## config.mk

```make
export PLATFORM = sky130hd
export DESIGN_NAME = uart_tx_scheduler
export DESIGN_NICKNAME = d
export VERILOG_FILES = /design/src/rtl/uart_tx_scheduler_pkg.sv /design/src/rtl/uart_tx_scheduler_rr_arbiter.sv /design/src/rtl/uart_tx_scheduler.sv
export SDC_FILE = /design/constraint.sdc
export NUM_CORES = 1
export LEC_CHECK = 0
export ABC_CLOCK_PERIOD_IN_PS = 4400
export BUFFER_PORTS_ARGS = -buffer_cell sky130_fd_sc_hd__buf_2
export CAP_MARGIN = 30
export CORE_MARGIN = 1
export CORE_UTILIZATION = 46
export DETAILED_ROUTE_END_ITERATION = 7
export HOLD_SLACK_MARGIN = 0.15
export PLACE_DENSITY = 0.73
export SLEW_MARGIN = 10
export SYNTH_ARGS = -nofsm -noshare
export SYNTH_HDL_FRONTEND = slang
export SYNTH_SLANG_ARGS = --single-unit
```

## constraint.sdc

```tcl
create_clock -name clk -period 4.4 [get_ports clk]
set_clock_uncertainty 0.05 [all_clocks]
set_input_delay 0.66 -clock clk [delete_from_list [all_inputs] [get_ports clk]]
set_output_delay 0.66 -clock clk [all_outputs]
set_load 0.03 [all_outputs]
```

## src/rtl/uart_tx_scheduler_pkg.sv

```systemverilog
// Shared types and constants for the UART transmit scheduler: FSM encoding,
// oversampling/frame geometry and the clock handler's baud code meanings.
package uart_tx_scheduler_pkg;

   typedef enum logic [2:0] {
      ST_IDLE   = 3'd0,
      ST_START  = 3'd1,
      ST_DATA   = 3'd2,
      ST_STOP   = 3'd3,
      ST_SETTLE = 3'd4
   } state_t;

   localparam int OVERSAMPLE = 16;
   localparam int FRAME_BITS = 10;

   // Baud codes understood by the clock handler.
   localparam logic [2:0] BAUD_9600     = 3'd0;
   localparam logic [2:0] BAUD_19200    = 3'd1;
   localparam logic [2:0] BAUD_38400    = 3'd2;
   localparam logic [2:0] BAUD_57600    = 3'd3;
   localparam logic [2:0] BAUD_115200   = 3'd4;
   localparam logic [2:0] BAUD_CODE_MAX = BAUD_115200;

   function automatic logic baud_code_ok(input logic [2:0] code);
      return code <= BAUD_CODE_MAX;
   endfunction

endpackage

```

## src/rtl/uart_tx_scheduler_rr_arbiter.sv

```systemverilog
// Round-robin arbiter: the pointer holds the last granted index and the search
// starts just after it; the pointer moves only when advance accepts a grant.
module rr_arbiter #(
   parameter int N = 4
) (
   input  logic         clk,
   input  logic         rst,
   input  logic [N-1:0] req,
   input  logic         advance,
   output logic [N-1:0] grant
);

   localparam int PW = (N > 1) ? $clog2(N) : 1;

   logic [PW-1:0] last;
   logic [PW-1:0] win;
   logic [PW-1:0] idx;
   logic          found;

   always_comb begin
      grant = '0;
      win   = last;
      idx   = '0;
      found = 1'b0;
      for (int k = 1; k <= N; k++) begin
         idx = PW'((int'(last) + k) % N);
         if (!found && req[idx]) begin
            grant[idx] = 1'b1;
            win        = idx;
            found      = 1'b1;
         end
      end
   end

   // Reset to N-1 so that requester 0 is the first winner.
   always_ff @(posedge clk or posedge rst) begin
      if (rst) begin
         last <= PW'(N - 1);
      end else if (advance && found) begin
         last <= win;
      end
   end

endmodule

```

## src/rtl/uart_tx_scheduler.sv

```systemverilog
// Shares one 8N1 UART transmit line between NREQ requesters (round-robin) and
// owns the baud code driven to the clock handler, changing it only between frames.
module uart_tx_scheduler
   import uart_tx_scheduler_pkg::*;
#(
   parameter int NREQ   = 4,
   parameter int DATA_W = 8
) (
   input  logic                     clk,
   input  logic                     rst,
   input  logic                     tick16,
   input  logic [NREQ-1:0]          req,
   input  logic [NREQ*DATA_W-1:0]   data,
   output logic [NREQ-1:0]          gnt,
   input  logic                     baud_req_valid,
   input  logic [2:0]               baud_req,
   output logic [2:0]               baud_sel,
   output logic                     baud_ack,
   output logic                     baud_err,
   output logic                     tx,
   output logic                     busy,
   output logic [2:0]               state_dbg
);

   // Handshake: req is a level held together with its data until the one-clk
   // gnt pulse; the byte is captured on the edge that raises gnt, and a req
   // still high after gnt is a request for the requester's next byte.

   localparam logic [3:0] TICK_LAST = 4'(OVERSAMPLE - 1);
   localparam logic [2:0] LAST_BIT  = 3'(DATA_W - 1);

   state_t              state, next_state;
   logic [3:0]          tcnt;
   logic [2:0]          bcnt;
   logic [DATA_W-1:0]   shift;
   logic [DATA_W-1:0]   sel_data;
   logic [NREQ-1:0]     arb_grant;
   logic                arb_advance;
   logic                apply_baud;
   logic                bit_end;
   logic                pending;
   logic [2:0]          pending_code;

   rr_arbiter #(.N(NREQ)) u_arb (
      .clk     (clk),
      .rst     (rst),
      .req     (req),
      .advance (arb_advance),
      .grant   (arb_grant)
   );

   assign bit_end   = tick16 && (tcnt == TICK_LAST) && (state != ST_IDLE);
   assign busy      = (state != ST_IDLE);
   assign state_dbg = state;

   always_ff @(posedge clk or posedge rst) begin
      if (rst) state <= ST_IDLE;
      else     state <= next_state;
   end

   always_comb begin
      next_state  = state;
      arb_advance = 1'b0;
      apply_baud  = 1'b0;
      tx          = 1'b1;
      case (state)
         ST_IDLE: begin
            // A pending baud change always wins over waiting requesters.
            if (pending) begin
               apply_baud = 1'b1;
               next_state = ST_SETTLE;
            end else if (|req) begin
               arb_advance = 1'b1;
               next_state  = ST_START;
            end
         end
         ST_START: begin
            tx = 1'b0;
            if (bit_end) next_state = ST_DATA;
         end
         ST_DATA: begin
            tx = shift[0];
            if (bit_end && bcnt == LAST_BIT) next_state = ST_STOP;
         end
         ST_STOP:   if (bit_end) next_state = ST_IDLE;
         ST_SETTLE: if (bit_end) next_state = ST_IDLE;
         default:   next_state = ST_IDLE;
      endcase
   end

   always_comb begin
      sel_data = '0;
      for (int i = 0; i < NREQ; i++) begin
         if (arb_grant[i]) sel_data = sel_data | data[i*DATA_W +: DATA_W];
      end
   end

   always_ff @(posedge clk or posedge rst) begin
      if (rst) begin
         gnt          <= '0;
         baud_sel     <= BAUD_9600;
         baud_ack     <= 1'b0;
         baud_err     <= 1'b0;
         pending      <= 1'b0;
         pending_code <= BAUD_9600;
         tcnt         <= '0;
         bcnt         <= '0;
         shift        <= '0;
      end else begin
         gnt      <= arb_advance ? arb_grant : '0;
         baud_ack <= apply_baud;
         baud_err <= baud_req_valid && !baud_code_ok(baud_req);
         if (apply_baud) baud_sel <= pending_code;
         // A fresh valid code arriving while the old one is applied stays pending.
         if (baud_req_valid && baud_code_ok(baud_req)) begin
            pending      <= 1'b1;
            pending_code <= baud_req;
         end else if (apply_baud) begin
            pending <= 1'b0;
         end
         if (state == ST_IDLE)  tcnt <= '0;
         else if (tick16)       tcnt <= tcnt + 4'd1;
         if (state == ST_START)                 bcnt <= '0;
         else if (state == ST_DATA && bit_end)  bcnt <= bcnt + 3'd1;
         if (arb_advance)                       shift <= sel_data;
         else if (state == ST_DATA && bit_end)  shift <= {1'b0, shift[DATA_W-1:1]};
      end
   end

endmodule

```

==> flow_summary.yaml, run 1 <==
setup_path:
  r2r-start: "u_arb.last[0]"
  end_kind: "flip-flop"
  slowest_delay_ps: 770
  worstPathCellList: "inv_1, ha_1, mux4_2, or3b_4, a31oi_4, and3_1, a2111o_1, a221o_1"
  cp_data_required_time_ps: 4520
  worstSetupPathType: "reg -> reg"
  slowest_stage: "dfstp_2"
  arrival_ps: 3240
  start_kind: "flip-flop"
  cp_max_fo: 19
  r2r_cells: 8
  reg2reg_to: "shift[0]"
  rrSetupSlack_ps: 1280
yosys:
  syn_nets: 307
  yosys_warnings: 0
  synth_top_area_cell: "dfrtp_1"
  avgSynthCellArea_um2: 9.43
  yosysUniqueCellTypes: 62
  async_flop_share: 1.00
  netlist.area_leader.share: 0.325
  ys_ff_latch: 33
  ys_seq_area_frac: 0.347
  synth-main-ff-cell: "dfrtp_1"
  synthesis.area_um2: 2380
  ys_top_cells_by_area: "dfrtp_1 33%, ha_1 5.8%, nor2_1 3.0%"
  syn-instance-count: 253
  synth_edf_count: 0
sta:
  slew_viol_final: 0
  rsz0062_at_grt: "no"
  maxSlewHeadroom: 0.503
  tightest_slew_ps: 740
  min_period_over_period: 0.710
  setup_tns_ps: 0
  fmax_mhz: 320
  hold_viol: 0
  period_needed_ps: 3120
  setup_violations: 0
clock_tree:
  clock_path_buffers: 2
  path_clk_slew_ps: 70
  postCtsSetupBuffers: 0
  postCtsHoldBufs: 0
  root_buffer: "clkbuf_8"
  tritoncts: "done"
  insertion_delay_ps: 290
  htreeDepth: 2
  clock-sinks: 33
  cts_resized: 0
  cts_made_buffers: 5
grt:
  grt_pass1_wl_um: 9340
  grt-ovfl-total: 0
  grt_util_all_layers: 0.228
  grt_pass1_vias: 1920
  antenna_found_initial: 0
  grt_max_degree: 34
routing:
  antenna_left: 0
  drc: 0
  firstDrtPassIters: 5
  wl_per_cell_um: 16.2
  num_vias: 2184
  drt_iter0_markers: 213
  wl_um: 5970
  routed_via_density: 5.92
die:
  fp.dieH_um: 74
  num_rows: 25
  core_um2: 4850
  io_pins: 57
  dieArea_um2: 5480
  die_w_um: 74
  start_util: 0.492
final_layout:
  diodes: 0
  nets: 355
  final_layout_size_suffix_gt1_frac: 0.298
  fin_util: 0.576
  finalNonFillerCells: 369
  area_growth_pct: 17.2
pwr:
  pwr_density_cell_nw_per_um2: 359
  irDropWorstVdd_uv: 211
  leakage_nw: 1.26
  power.total_mw: 1.00
job:
  maxCapViolCount: 0
status:
  status: "finished, final reports clean"
placed_design:
  dp_cells: 361
  io_buffers: 56
  gp_congestion: 0.885
  hpwl_um: 4280
hold_path:
  min_path_type: "in -> async"
==> Yosys cell counts (3+ instances only) <==
cell	count
dfrtp_1	31
nor2_1	19
inv_1	18
nand2_1	16
a21oi_1	14
ha_1	11
nor3_1	10
o21ai_0	9
clkbuf_1	8
a222oi_1	7
nand3_1	7
a221o_1	6
a22oi_1	5
and3_1	5
buf_2	5
mux2i_1	5
a31oi_1	4
and2_1	4
mux2_2	4
a22o_1	3
mux4_2	3
nand2b_1	3
o221ai_1	3
o41ai_2	3
or3b_1	3
xnor2_1	3
==> how the worst max path moves through the flow <==
stage | start | end | slack [ps] | depth (start not counted)
after floorplan | u_arb.last[0] | shift[0] | 1370 | 11
after global placement | u_arb.last[0] | shift[0] | 1370 | 8
after detailed placement | u_arb.last[0] | shift[0] | 1310 | 8
after CTS | u_arb.last[0] | shift[0] | 1290 | 8
after global routing | u_arb.last[0] | shift[0] | 1110 | 8
final | u_arb.last[0] | shift[0] | 1280 | 8
==> routing by layer <==
metal | global-route usage | wire length, µm | vias up
li1 | - | - | 1045
met1 | 0.330 | 2750 | 1053
met2 | 0.340 | 2820 | 75
met3 | 0.0379 | 299 | 11
met4 | 0.0876 | 99 | 0
met5 | 0 | 0 | -
==> through the flow <==
step / hold WS (ps) / instance area [µm²] / worst slack, ps
after floorplan: 407 / 2380 / 1370
after global placement: 436 / 2680 / 1370
after detailed placement: 441 / 2680 / 1310
after CTS: 411 / 2790 / 1290
after global routing: 443 / 2790 / 1110
final: 401 / 2790 / 1280
==> placed cells by master (no fill, tap or decap), drive strengths merged, types with 4 or more instances in the layout <==
cell type,synthesis,layout
a21oi,15,15
a221o,6,6
a222oi,7,7
a22oi,6,6
a31oi,5,5
and2,5,5
and3,5,5
buf,8,58
clkbuf,9,7
dfrtp,31,31
ha,11,11
inv,19,19
mux2,4,4
mux2i,5,5
nand2,16,16
nand3,7,7
nor2,20,20
nor3,11,11
o21ai,10,10
or3b,4,4
==> worst max-delay path: cells and delay by family (launching register included) <==
kind,cells,cell delay (ps)
flip-flops,1,770
AO/OA/AOI/OAI,3,690
adder cells (fa/ha/maj),1,470
AND/OR/NAND/NOR,2,470
multiplexers,1,370
buffers and inverters,1,190
==> sequential cells by signal (all words and copies together) (netlist names) <==
| signal | flops |
|---|---|
| gnt | 4 |
| shift | 8 |
| baud_err | 1 |
| baud_ack | 1 |
| bcnt | 3 |
| state_dbg | 3 |
| baud_sel | 3 |
| tcnt | 4 |
| u_arb.last | 2 |
| pending_code | 3 |
| pending | 1 |
==> logic make-up (layout without fill, tap and decap cells) <==
group / after synthesis / after routing / share of synthesized area
simple gates: 80 / 80 / 0.178
compound gates: 76 / 76 / 0.264
buf+inv: 36 / 85 / 0.0661
flops: 33 / 33 / 0.347
mux: 12 / 12 / 0.0682
fa+ha+maj: 11 / 11 / 0.0577
xor+xnor: 5 / 5 / 0.0184
==> cell type report <==
type | instances | area (µm²)
clock inverter | 1 | 30.0
tap | 67 | 83.8
multi-input combinational | 184 | 1400
timing repair buffer | 58 | 295
sequential | 33 | 828
fill | 438 | 2050
clock buffer | 7 | 86.3
inverter | 19 | 71.3
==> report_power, final <==
part           total (mW)  switching [mW]  leakage [nW]  internal, mW
Sequential          0.399          0.0445         0.399         0.355
Combinational       0.306           0.177         0.807         0.129
Clock               0.299           0.114        0.0585         0.185
Total                1.00           0.336          1.26         0.668
Note: power is estimated with default switching activity, not from simulation.
==> run 2: changes to the inputs <==
--- a/config.mk
+++ b/config.mk
@@ -5,14 +5,14 @@
 export SDC_FILE = /design/constraint.sdc
 export NUM_CORES = 1
 export LEC_CHECK = 0
-export ABC_CLOCK_PERIOD_IN_PS = 4400
+export ABC_CLOCK_PERIOD_IN_PS = 2620
 export BUFFER_PORTS_ARGS = -buffer_cell sky130_fd_sc_hd__buf_2
 export CAP_MARGIN = 30
 export CORE_MARGIN = 1
 export CORE_UTILIZATION = 46
 export DETAILED_ROUTE_END_ITERATION = 7
 export HOLD_SLACK_MARGIN = 0.15
-export PLACE_DENSITY = 0.73
+export PLACE_DENSITY = 0.76
 export SLEW_MARGIN = 10
 export SYNTH_ARGS = -nofsm -noshare
 export SYNTH_HDL_FRONTEND = slang
==> constraint.sdc (replaced) <==
create_clock -name clk -period 2.62 [get_ports clk]
set_clock_uncertainty 0.05 [all_clocks]
set_input_delay 0.393 -clock clk [delete_from_list [all_inputs] [get_ports clk]]
set_output_delay 0.393 -clock clk [all_outputs]
set_load 0.03 [all_outputs]
==> run 2 against run 1 <==
Worst setup slack got worse by 1200 ps. Sequential power rose by 65%. Utilization is 4.5 points higher. Non-clock buffer count up 24. First-iteration DRC count decreased by 20%. Combinational power is 97% higher. Clock power is 28% higher. Wire length is 13% higher. Register-to-register slack worse by 1200 ps. Global-route usage grew 2.9 points. Critical path type unchanged. Highest routed layer unchanged.
==> flow_summary.yaml, run 2 (synthesis gave the netlist of run 1 again) <==
status:
  status: "finished, final reports clean"
sta:
  maxSlewHeadroom: 0.450
  fmax_mhz: 386
  slew_viol_final: 0
  period_needed_ps: 2590
  rsz0062_at_grt: "yes"
  setup_violations: 0
  tightest_slew_ps: 824
  hold_viol: 0
  min_period_over_period: 0.990
setup_path:
  reg2reg_to: "shift[0]"
  cp_max_fo: 8
  rrSetupSlack_ps: 30
  worstSetupPathType: "reg -> reg"
  crit_family: "compound AO/OA/AOI/OAI gates"
  crit_buf_inv: 2
  worstPathCellList: "inv_6, ha_4, mux4_2, inv_2, a31oi_4, and3_1, a2111o_1, a221o_1"
  slowest_delay_ps: 650
  r2r_cells: 8
  end_kind: "flip-flop"
  cp_data_required_time_ps: 2750
  r2r-start: "u_arb.last[0]"
  path_depth: 8
  start_kind: "flip-flop"
  arrival_ps: 2720
  slowest_stage: "dfstp_2"
routing:
  antenna_left: 0
  drt_iter0_markers: 171
  drc: 0
  wl_um: 6730
  num_vias: 2347
  wl_per_cell_um: 17.1
  routed_via_density: 5.96
  firstDrtPassIters: 5
die:
  dieArea_um2: 5480
  start_util: 0.492
  num_rows: 25
  fp.dieH_um: 74
  io_pins: 57
  core_um2: 4850
  die_w_um: 74
pwr:
  pwr_density_cell_nw_per_um2: 546
  leakage_nw: 1.38
  power.total_mw: 1.64
  irDropWorstVdd_uv: 312
placed_design:
  dp_cells: 379
  io_buffers: 56
  gp_congestion: 0.871
  hpwl_um: 5010
clock_tree:
  cts_made_buffers: 5
  postCtsHoldBufs: 0
  path_clk_slew_ps: 70
  root_buffer: "clkbuf_8"
  clock_path_buffers: 2
  htreeDepth: 2
  clock-sinks: 33
  insertion_delay_ps: 290
  tritoncts: "done"
final_layout:
  nets: 380
  diodes: 0
  reg_top3: "shift x8, gnt x4, tcnt x4"
  top_register: "shift"
  fin_util: 0.621
  layout_common_cells: "56 x buf_2, 31 x dfrtp_1, 26 x buf_4, 19 x nor2_1, 17 x inv_1"
  final_common_cell: "buf_2"
  largest_reg_flops: 8
  finalNonFillerCells: 394
  area_growth_pct: 26.3
  final_layout_size_suffix_gt1_frac: 0.373
grt:
  grt-ovfl-total: 0
  grt_max_degree: 23
  grt_pass1_wl_um: 10600
  antenna_found_initial: 0
  grt_pass1_vias: 2276
  grt_util_all_layers: 0.256
job:
  maxCapViolCount: 0
hold_path:
  min_path_type: "in -> async"
run 2: what timing repair did:
action                                  CTS  global route
endpoints found under the setup margin    0             7
buffers inserted                          0             6
gates resized for setup                   0             6
run 2: layer usage:
| metal | vias to the layer above | routed length [µm] | part of all wire | global-route usage |
|---|---|---|---|---|
| met5 | - | 0 | 0 | 0 |
| met2 | 79 | 3500 | 0.52 | 0.453 |
| met3 | 16 | 282 | 0.042 | 0.0515 |
| met4 | 0 | 160 | 0.024 | 0.122 |
| li1 | 1100 | - | - | - |
| met1 | 1152 | 2790 | 0.41 | 0.298 |
run 2: area by class of cell:
class,count,area [µm²]
sequential,33,828
tap,67,83.8
clock buffer,5,68.8
inverter,19,76.3
timing repair buffer,82,475
clock inverter,3,17.5
fill,420,1840
multi-input combinational,185,1460
run 2: through the flow:
step / setup slack (ps) / hold slack [ps] / area [µm²] / setup TNS (ps)
after detailed placement: 16.1 / 444 / 2830 / 0
after global placement: 88.1 / 438 / 2830 / 0
after global routing: -67.4 / 259 / 3010 / -181
after floorplan: -105 / 407 / 2420 / -255
after CTS: 12.4 / 229 / 2920 / 0
final: 27.1 / 199 / 3010 / 0
run 2: how the worst max path moves through the flow:
stage,startpoint,endpoint,slack [ps]
after global routing,u_arb.last[0],shift[5],-70
after global placement,u_arb.last[0],shift[1],90
final,u_arb.last[0],shift[0],30
after CTS,u_arb.last[0],shift[0],10
after detailed placement,u_arb.last[0],shift[0],20
after floorplan,u_arb.last[0],shift[0],-110
run 2: where the power goes:
part	internal, mW	switching, mW
Combinational	0.264	0.339
Sequential	0.596	0.0630
Clock	0.183	0.199
Total	1.04	0.601
==> run 3: changes to the inputs <==
--- a/config.mk
+++ b/config.mk
@@ -5,14 +5,14 @@
 export SDC_FILE = /design/constraint.sdc
 export NUM_CORES = 1
 export LEC_CHECK = 0
-export ABC_CLOCK_PERIOD_IN_PS = 2620
+export ABC_CLOCK_PERIOD_IN_PS = 2500
 export BUFFER_PORTS_ARGS = -buffer_cell sky130_fd_sc_hd__buf_2
 export CAP_MARGIN = 30
 export CORE_MARGIN = 1
 export CORE_UTILIZATION = 46
 export DETAILED_ROUTE_END_ITERATION = 7
 export HOLD_SLACK_MARGIN = 0.15
-export PLACE_DENSITY = 0.76
+export PLACE_DENSITY = 0.73
 export SLEW_MARGIN = 10
 export SYNTH_ARGS = -nofsm -noshare
 export SYNTH_HDL_FRONTEND = slang
==> constraint.sdc (replaced) <==
create_clock -name clk -period 2.5 [get_ports clk]
set_clock_uncertainty 0.05 [all_clocks]
set_input_delay 0.375 -clock clk [delete_from_list [all_inputs] [get_ports clk]]
set_output_delay 0.375 -clock clk [all_outputs]
set_load 0.03 [all_outputs]
==> run 3 against run 2 <==
The run now ends with negative setup slack left. Combinational power rose by 7.1%. Clock-buffer cell count is the same. Via count shrank 1.8%. Sequential share of layout area decreased by 0.71 points. Sequential power is 4.7% higher. Hold slack better by 57 ps. Final cell count increased by 1.8%. Fmax grew 2.0%. Non-clock buffer count increased by 8. Die area stayed put. Largest power group unchanged. Highest routed layer unchanged.
==> flow_summary.yaml, run 3 (synthesis gave the netlist of run 1 again) <==
clock_tree:
  insertion_delay_ps: 290
  clock-sinks: 33
  clock_path_buffers: 2
  path_clk_slew_ps: 80
  cts_made_buffers: 5
  htreeDepth: 2
  tritoncts: "done"
  root_buffer: "clkbuf_8"
routing:
  drt_iter0_markers: 188
  num_vias: 2305
  antenna_left: 0
  wl_um: 6520
  routed_via_density: 5.75
  drc: 0
  wl_per_cell_um: 16.3
  firstDrtPassIters: 6
sta:
  slew_viol_final: 0
  tightest_slew_ps: 451
  hold_viol: 0
  worst_slack_ps: -42.1
  worst_hold_slack_ps: 256
  fmax_mhz: 393
  rsz0062_at_grt: "yes"
  maxSlewHeadroom: 0.699
  min_period_over_period: 1.02
  setup_violations: 2
  setup_tns_ps: -47.7
  period_needed_ps: 2540
hold_path:
  min_path_type: "in -> reg"
  hold_end: "shift[7]"
  min_path_cells: 3
  hp-start: "data[23]"
die:
  fp.dieH_um: 74
  start_util: 0.492
  dieArea_um2: 5480
  num_rows: 25
  io_pins: 57
  die_w_um: 74
  core_um2: 4850
placed_design:
  place_ws_ps: -60.6
  hpwl_um: 4860
  io_buffers: 56
  dp_cells: 387
  gp_congestion: 0.900
  place_area_um2: 2910
setup_path:
  r2r-start: "u_arb.last[0]"
  r2r_cells: 7
  end_kind: "flip-flop"
  arrival_ps: 2670
  cp_max_fo: 7
  start_kind: "flip-flop"
  reg2reg_to: "shift[0]"
  worstSetupPathType: "reg -> reg"
  cp_data_required_time_ps: 2630
  rrSetupSlack_ps: -40
  startpoint: "u_arb.last[0]"
grt:
  grt_pass1_wl_um: 10300
  grt-ovfl-total: 0
  grt_util_all_layers: 0.252
  antenna_found_initial: 0
  grt_pass1_vias: 2252
  grt_max_degree: 34
final_layout:
  fin_util: 0.638
  nets: 387
  largest_reg_flops: 8
  nFillCells: 416
  layout_common_cells: "56 x buf_2, 31 x dfrtp_1, 31 x buf_4, 19 x nor2_1, 17 x inv_1"
  top_register: "shift"
  design_area_um2: 3090
  reg_top3: "shift x8, gnt x4, tcnt x4"
  final-seq-area_um2: 828
  final_layout_size_suffix_gt1_frac: 0.386
  finalNonFillerCells: 401
  final_common_cell: "buf_2"
  area_growth_pct: 29.7
  multi_input_area_um2: 1440
  diodes: 0
pwr:
  leakage_nw: 1.43
  irDropWorstVdd_uv: 387
  power.total_mw: 1.87
  pwr_density_cell_nw_per_um2: 603
status:
  status: "finished with violations"
  failed_checks: "negative setup slack"
job:
  maxCapViolCount: 0
## run 3: area by class of cell
| type | instances | share of cell area |
|---|---|---|
| Timing Repair Buffer | 90 | 0.176 |
| Sequential cell | 33 | 0.268 |
| Clock buffer | 5 | 0.0222 |
| Tap cell | 67 | 0.0271 |
| Clock inverter | 3 | 0.0150 |
| Inverter | 19 | 0.0247 |
| Multi-Input combinational cell | 184 | 0.467 |
## run 3: what timing repair did
item | in CTS | in global routing
endpoints found under the hold margin | 31 | 0
hold buffers | 1 | 0
endpoints found under the setup margin | 6 | 8
pin swaps | 2 | 0
gates resized for setup | 1 | 5
setup buffers | 5 | 0
## run 3: per-layer routing
layer	wire, µm	track usage	up-vias
met3	312	0.0501	12
li1	-	-	1112
met2	3270	0.432	90
met1	2810	0.310	1091
met5	0	0	-
met4	123	0.107	0
## run 3: where the power goes
part / total [mW] / switching, mW / internal, mW
clock: 0.529 / 0.231 / 0.299
sequential: 0.690 / 0.0663 / 0.624
combinational: 0.646 / 0.349 / 0.297
total: 1.87 / 0.646 / 1.22
## run 3: worst max-delay path by stage
stage | end | slack [ps] | depth (start not counted)
2_1_floorplan | shift[0] | -230 | 11
3_3_place_gp | shift[0] | -3 | 8
3_5_place_dp | shift[1] | -60 | 9
4_1_cts | shift[0] | -30 | 8
5_1_grt | shift[0] | -110 | 9
6_report | shift[0] | -40 | 7
## run 3: worst max-delay path: stages (launching register included)
cell and delay, ps:
dfstp_2 630, inv_6 40, ha_4 290, mux4_2 400
nand2_1 180, a21oi_1 130, a2111o_1 440, a221o_1 260
